--- config.mk ---
export PLATFORM = sky130hd
export DESIGN_NAME = hub75_input_capture
export DESIGN_NICKNAME = d
export VERILOG_FILES = /design/src/rtl/hub75_input_capture.sv
export SDC_FILE = /design/constraint.sdc
export NUM_CORES = 1
export LEC_CHECK = 0
export ABC_AREA = 0
export BUFFER_PORTS_ARGS = -buffer_cell sky130_fd_sc_hd__buf_2
export CAP_MARGIN = 40
export CORE_MARGIN = 10
export CORE_UTILIZATION = 55
export CTS_CLUSTER_SIZE = 24
export DETAILED_ROUTE_END_ITERATION = 10
export GPL_TIMING_DRIVEN = 0
export PLACE_DENSITY = 0.78
export SLEW_MARGIN = 20
export SYNTH_ARGS = -nofsm -noshare
export SYNTH_HDL_FRONTEND = slang
export SYNTH_SLANG_ARGS = --single-unit
--- constraint.sdc ---
create_clock -name clk_in -period 3.3 [get_ports clk_in]
set_input_delay 0.33 -clock clk_in [delete_from_list [all_inputs] [get_ports clk_in]]
set_output_delay 0.33 -clock clk_in [all_outputs]
set_load 0.01 [all_outputs]
--- src/rtl/hub75_input_capture.sv ---
// HUB75 panel emulator: rebuilds each latched column and measures its OE-low on-time, then emits one AXI-Stream beat.
// Optional HUB75_CAPTURE_STATS_EN adds col_count / short_count statistics outputs.
module hub75_input_capture #(
    parameter int NUM_PIXELS   = 64,
    parameter int ON_W         = 16,
    parameter int WAIT_TIMEOUT = 1024
) (
    input  logic                        clk_in,
    input  logic                        rst_in,
    input  logic [2:0]                  rgb0,
    input  logic [2:0]                  rgb1,
    input  logic                        led_clk,
    input  logic                        led_latch,
    input  logic                        led_output_enable,
    output logic [2:0][NUM_PIXELS-1:0]  column_out0,
    output logic [2:0][NUM_PIXELS-1:0]  column_out1,
    output logic [ON_W-1:0]             on_time,
    output logic                        short_shift,
    output logic                        tvalid,
    input  logic                        tready,
    output logic                        tlast,
    output logic                        latch_overrun,
    output logic [1:0]                  fsm_state
`ifdef HUB75_CAPTURE_STATS_EN
    ,
    output logic [31:0]                 col_count,
    output logic [15:0]                 short_count
`endif
);

    localparam int PIX_W  = $clog2(NUM_PIXELS + 1);
    localparam int IDX_W  = (NUM_PIXELS > 1) ? $clog2(NUM_PIXELS) : 1;
    localparam int WAIT_W = (WAIT_TIMEOUT > 1) ? $clog2(WAIT_TIMEOUT) : 1;

    typedef enum logic [1:0] {
        S_SHIFT   = 2'd0,
        S_WAIT_ON = 2'd1,
        S_ON      = 2'd2,
        S_EMIT    = 2'd3
    } state_t;

    state_t state, state_next;

    logic [2:0] rgb0_q, rgb1_q;
    logic       clk_q, clk_d, latch_q, latch_d, oe_q, oe_d;

    logic [2:0][NUM_PIXELS-1:0] sb0, sb1, sb0_next, sb1_next;
    logic [PIX_W-1:0]           pix_idx, pix_cnt_next;
    logic [IDX_W-1:0]           pix_sel;
    logic [WAIT_W-1:0]          wait_cnt;
    logic [ON_W-1:0]            on_cnt;

    logic clk_rise, latch_rise, shift_ok;
    logic load_col, wait_expired;

    always_ff @(posedge clk_in) begin
        if (rst_in) begin
            rgb0_q  <= '0;
            rgb1_q  <= '0;
            clk_q   <= 1'b0;
            clk_d   <= 1'b0;
            latch_q <= 1'b0;
            latch_d <= 1'b0;
            oe_q    <= 1'b1;
            oe_d    <= 1'b1;
        end else begin
            rgb0_q  <= rgb0;
            rgb1_q  <= rgb1;
            clk_q   <= led_clk;
            clk_d   <= clk_q;
            latch_q <= led_latch;
            latch_d <= latch_q;
            oe_q    <= led_output_enable;
            oe_d    <= oe_q;
        end
    end

    assign clk_rise     = clk_q & ~clk_d;
    assign latch_rise   = latch_q & ~latch_d;
    assign shift_ok     = clk_rise && (pix_idx < PIX_W'(NUM_PIXELS));
    assign pix_sel      = pix_idx[IDX_W-1:0];
    assign pix_cnt_next = pix_idx + PIX_W'(shift_ok);
    assign wait_expired = (wait_cnt == WAIT_W'(WAIT_TIMEOUT - 1));
    assign fsm_state    = state;

    // Shift-buffer view with this cycle's pixel applied, so a latch coinciding with a clock captures it.
    always_comb begin
        sb0_next = sb0;
        sb1_next = sb1;
        if (shift_ok) begin
            for (int c = 0; c < 3; c++) begin
                sb0_next[c][pix_sel] = rgb0_q[c];
                sb1_next[c][pix_sel] = rgb1_q[c];
            end
        end
    end

    always_comb begin
        state_next = state;
        load_col   = 1'b0;
        case (state)
            S_SHIFT: begin
                if (latch_rise) begin
                    load_col   = 1'b1;
                    state_next = S_WAIT_ON;
                end
            end
            S_WAIT_ON: begin
                if (!oe_q)             state_next = S_ON;
                else if (wait_expired) state_next = S_EMIT;
            end
            S_ON: begin
                if (oe_q) state_next = S_EMIT;
            end
            S_EMIT: begin
                if (tready) state_next = S_SHIFT;
            end
            default: state_next = S_SHIFT;
        endcase
    end

    always_ff @(posedge clk_in) begin
        if (rst_in) begin
            state <= S_SHIFT;
        end else begin
            state <= state_next;
        end
    end

    // The shift buffer is deliberately not reset: it only ever holds pin data.
    always_ff @(posedge clk_in) begin
        sb0 <= sb0_next;
        sb1 <= sb1_next;
    end

    always_ff @(posedge clk_in) begin
        if (rst_in) begin
            pix_idx       <= '0;
            wait_cnt      <= '0;
            on_cnt        <= '0;
            column_out0   <= '0;
            column_out1   <= '0;
            on_time       <= '0;
            short_shift   <= 1'b0;
            tvalid        <= 1'b0;
            tlast         <= 1'b0;
            latch_overrun <= 1'b0;
        end else begin
            pix_idx <= latch_rise ? '0 : pix_cnt_next;

            if (load_col) begin
                column_out0 <= sb0_next;
                column_out1 <= sb1_next;
                short_shift <= (pix_cnt_next != PIX_W'(NUM_PIXELS));
                wait_cnt    <= '0;
            end else if (state == S_WAIT_ON && oe_q) begin
                wait_cnt <= wait_cnt + 1'b1;
            end

            if (state == S_WAIT_ON && !oe_q) begin
                on_cnt <= ON_W'(1);
            end else if (state == S_ON && !oe_q && on_cnt != {ON_W{1'b1}}) begin
                on_cnt <= on_cnt + 1'b1;
            end

            if (state == S_WAIT_ON && oe_q && wait_expired) begin
                on_time <= '0;
            end else if (state == S_ON && oe_q) begin
                on_time <= on_cnt;
            end

            tvalid <= (state_next == S_EMIT);
            tlast  <= (state_next == S_EMIT);

            if (latch_rise && state != S_SHIFT) begin
                latch_overrun <= 1'b1;
            end
        end
    end

`ifdef HUB75_CAPTURE_STATS_EN
    always_ff @(posedge clk_in) begin
        if (rst_in) begin
            col_count   <= '0;
            short_count <= '0;
        end else if (tvalid && tready) begin
            col_count <= col_count + 1'b1;
            if (short_shift && short_count != 16'hFFFF) begin
                short_count <= short_count + 1'b1;
            end
        end
    end
`endif

endmodule

# --- Yosys cells after proc, flatten, opt, wreduce, memory -nomap -nowiden ---
# Index checks and enable logic that the tools add are counted.
totals:
  regBits: 833
  input_bits: 12
  output_inout_bits: 406
  elab_cells: 82
classes:
  n_addsub: 3
  n_lt_le_gt_ge: 3
  eq_ne: 7
  muxes: 20
  n_bitwise: 4
  n_reduce_logical: 17
ops:
  columns: ["cell", "n"]
  rows:
  - ["bitwise mux 64 bit", 6]
  - ["two-way mux 192 bit", 2]
  - ["adder 16 x 1 -> 16 bit, second input constant", 1]
  - ["!= test 16 bit, second input constant", 1]
  - ["adder 10 x 1 -> 10 bit, second input constant", 1]
  - ["equality test 10 bit, second input constant", 1]
  - ["two-way mux 2 bit", 5]
  - ["logical AND 1 bit", 9]
  - ["one-hot mux 2 bit (4 select lines)", 1]
  - ["OR reduction 2 bit", 4]
  - ["adder 7 x 1 -> 7 bit", 1]
  - ["< comparator 6 x 7 -> 1 bit, second input constant", 1]
  - ["< comparator 7 bit, second input constant", 1]
  - ["!= test 7 bit, second input constant", 1]
  - ["demux 1 bit (select 6 bit)", 1]
  - ["equality test 2 bit, second input constant", 3]
  - [">= comparator 6 x 1 -> 1 bit, second input constant", 1]
  - ["two-way mux 1 bit", 5]
  - ["nonzero test 2 bit", 2]
  - ["bitwise AND 1 bit", 2]
  - ["equality test 2 x 1 -> 1 bit, second input constant", 1]
  - ["logical NOT 2 bit", 1]
  - ["NOT 1 bit", 2]
  - ["logical NOT 1 bit", 1]

# --- Longest topological paths before layout ---
logic_depth:
  depth_word: 6
  mapped_depth: 7
  depth_no_buf: 7

# --- Least setup slack after synthesis ---
# Ideal clock, no wire load.
synth_path:
  kind: "reg2reg"
  start: "register pix_idx[1]"
  end: "register column_out0[101] (netlist name)"
  setup_time_ps: 117
  t_arrival_ps: 1962
  required_time_ps: 3183
  slack_ps: 1221
  stages_incl_launch_ff: 6
  path_buffers: 1
  period_less_slack_ps: 2079
  cell_sequence: "dfxtp_1 or4b_1 buf_2 nor3b_4 mux2_2 a22o_1"
synth_rtl:
  columns: ["item", "line_no", "rtl"]
  rows:
  - ["start, declared", "48", "logic [PIX_W-1:0] pix_idx, pix_cnt_next;"]
  - ["start signal, assigned", "149", "pix_idx <= latch_rise ? '0 : pix_cnt_next;"]
  - ["end signal, assigned", "152", "column_out0 <= sb0_next;"]
  - ["end, declared", "15", "output logic [2:0][NUM_PIXELS-1:0] column_out0,"]

# --- Worst setup path in the final report ---
layout_path:
  start: "register latch_q"
  end: "register column_out0[104] (netlist name)"
layout_via:
  elab_chain_cells: 3
layout_rtl:
  columns: ["item", "line_no", "rtl"]
  rows:
  - ["start, declared", "45", "logic clk_q, clk_d, latch_q, latch_d, oe_q, oe_d;"]
  - ["start signal, assigned", "71", "latch_q <= led_latch;"]
  - ["bitwise AND 1 bit", "79", "assign latch_rise = latch_q & ~latch_d;"]
  - ["two-way mux 1 bit", "103", "if (latch_rise) begin"]
  - ["two-way mux 1 bit", "101", "case (state)"]
# Every way passes these cells.
# A chain may end at the register's enable or synchronous reset.

==> metrics.txt <==
pin count of the biggest net entering global routing 16; CP startpoint kind flip-flop; Yosys warnings 0; top cells by area, synth dfxtp_1, mux2_2, a22o_1; DR DRC count 0; number of placed I/O pins 418; CP delay by family, top buffers and inverters; Port Buffers 416; worst path arrival time 3.63 ns; fill count 3,487; post-synthesis instance area 27,000 um2; Longest Clk Path Bufs 3; peak-usage layer in the global routing report met2; HPWL after DPL 58,610 um; Leak 14.71 nW; Num Clock Sinks 833; H-Tree Level Count 3; synth cell count leaders dfxtp_1, a22o_1, mux2_2; standard-cell rows 81; area occupied by multi-input gates 9666 um2; CTS Root Cell clkbuf_16; number of buffers added by the clock tree synthesis step 80; M2 GR Usage 44.13%; Total GRT Usage 26.67%; required time worst endpoint 3.86 ns; Slew Limit Fails 0; insertion delay of the later-clocked pin in the worst-skew pair 0.62 ns; CP cell instances nor2b_1 > nand2_1 > nor2_1 > clkbuf_1 > buf_6 > clkbuf_1 > a22o_1; fraction of the core area covered by cells at the end of the flow 67.52%; sequential element share of the synthesized area 61.77%; vertical die dimension 241.6 um; maximum operating frequency 326.0 MHz; most used standard cell by instance count after synthesis dfxtp_1; aggregate global routing overflow 0; detailed-routing iteration count for the pre-antenna-repair pass 5; worst path bufs/invs 3; number of antenna-violating nets in the routed design 0; Wirelength per Cell 24.20 um; global-route met1 utilization 33.98%; instance count of the mapped netlist 2,089; share of flip-flops with an asynchronous set or reset after synthesis 0%; power density normalized to cell area 610.9 nW/um2; number of global-route vias before repair 19,760; Worst Clk Skew 0.01139 ns; Setup TNS Final 0 ns; fraction of final layout cells with drive strength greater than 1 37.05%; area of the core region 48,750 um2; slowest cell delay on critical path 0.58 ns; antenna violations before repair 1; clock-pin slew of the registers on the worst-case setup and hold paths 0.06 ns; least setup slack across all paths after layout 0.2330 ns; min-delay worst type in2reg; initial drt markers 1,439; number of vias after detailed routing 19,360; routing usage on met3 5.864%; number of maximum-capacitance violations 0; Register Area 16,680 um2; worst ir drop on vdd 0.4373 mV; global placer's final weighted congestion 0.8511; relative slew slack 42.22%; number of flops mapped to enable cells by yosys 0; relative area change from synthesis to final layout 21.92%; highest net fanout along the worst path 10; vias per cell 5.797; Total Routed Length 80,820 um; Worst setup EP type flip-flop; first-pass GRT wire length 122,600 um; net count after synthesis 2,105; number of synthesized register bits 833; slowest stage cell, crit path nor2_1; time the final worst path needs with I/O delays and setup 3.067 ns; CTS tree built; most used flip-flop cell after synthesis dfxtp_1; fin nets 2,629; portion of the clock cycle consumed by the worst path in the final layout 92.94%; Crit Path Category reg2reg; outcome complete, no violations; post-CTS sizing 0; actual slew at the worst max-slew pin 0.8667 ns; most repeated library cell on the critical path clkbuf_1; Starting Density 55.38%; portion of synthesized cell area occupied by the leading cell type 61.77%; Final setup viols 0; Cell variety after synth 60; post-placement worst setup slack 0.3170 ns; synthesized area divided by synthesized cell count 12.92 um2; Hold Fails Final Rpt 0; setup repair after global routing missed its margin false; die footprint 58,350 um2; Horiz. Die Dim 241.6 um; post-synthesis cell type with the largest combined area dfxtp_1
path summary, 6_finish.rpt:
check                          end  slack (ns)        from  cells after the start
hold reg to reg         on_time[7]        0.45  on_time[7]                      2
setup / recovery  column_out0[104]        0.23     latch_q                      7
hold / removal        fsm_state[1]        0.20      tready                      4
setup reg to reg  column_out0[104]        0.23     latch_q                      7
cells in the final DEF, fill, tap and decap left out, drive strengths merged, types with 4 or more instances in the layout:
cell type and instances:
dfxtp 833, nor3b 12, o21ai 7, a21oi 28
clkinv 18, nor2 25, nor3 18, nand2 55
mux2 384, ha 4, bufinv 5, nand3b 4
inv 8, nand3 60, buf 452, nor2b 15
or2 5, nand4 7, nor4 7, o31ai 4
clkbuf 261, dlygate4sd3 9, a22o 384, or4 7
or3 6, xnor2 8
kinds of logic (layout without fill, tap and decap cells):
family / Yosys count / count (layout) / share of synthesized area (%)
flops: 833 / 833 / 61.77
buf+inv: 170 / 756 / 2.447
compound gates: 443 / 443 / 13.84
simple gates: 241 / 241 / 5.274
fa+ha+maj: 4 / 4 / 0.1854
mux: 387 / 387 / 16.13
other cells: 0 / 1 / 0
xor+xnor: 11 / 11 / 0.3569
sequential cells by signal (all words and copies together), names as in the netlist, 2 cells and up:
register,count
wait_cnt,10
sb1,192
sb0,192
on_time,16
pix_idx,7
column_out1,192
column_out0,192
rgb0_q,3
on_cnt,16
rgb1_q,3
fsm_state,2
per-stage QoR:
stage,std cells,hold WS [ns],total power [mW],cell area [um2]
global placement,3169,0.4447,10.92,29910
floorplan,2089,0.4338,10.69,27000
finish,3340,0.2019,20.11,32910
detailed placement,3186,0.4453,10.96,30090
global route,3339,0.1773,20.61,32910
CTS,3339,0.1583,20.16,32910
final cells by class:
cell class	count	share of cell area, %
sequential	833	50.67
multi-input combinational	1086	29.37
clock buffer	116	7.394
timing repair buffer	442	7.131
tap	664	2.524
buffer	164	1.946
clock inverter	28	0.8971
inverter	6	0.06843
antenna	1	0.007603
metal layers:
| metal | vias up | share of wire, % |
|---|---|---|
| li1 | 8736 | - |
| met1 | 9707 | 42 |
| met2 | 780 | 48 |
| met3 | 138 | 7.1 |
| met4 | 0 | 2.9 |
| met5 | - | 0 |
repair_timing:
| action | in CTS | in global routing |
|---|---|---|
| hold buffers | 9 | 0 |
| buffers inserted | 0 | 0 |
| endpoints found under the hold margin | 9 | 0 |
worst register-to-register path, stage by stage (launching register included):
cell,delay [ns]
dfxtp_1,0.34
nor2b_1,0.42
nand2_1,0.18
nor2_1,0.58
clkbuf_1,0.54
buf_6,0.26
clkbuf_1,0.45
a22o_1,0.24
power breakdown:
group          internal (mW)  leakage, nW  switching (mW)
clock network           5.52         1.35            3.82
registers               10.1         6.71          0.0279
logic                  0.150         6.64           0.470
(Power assumes the default switching activity.)
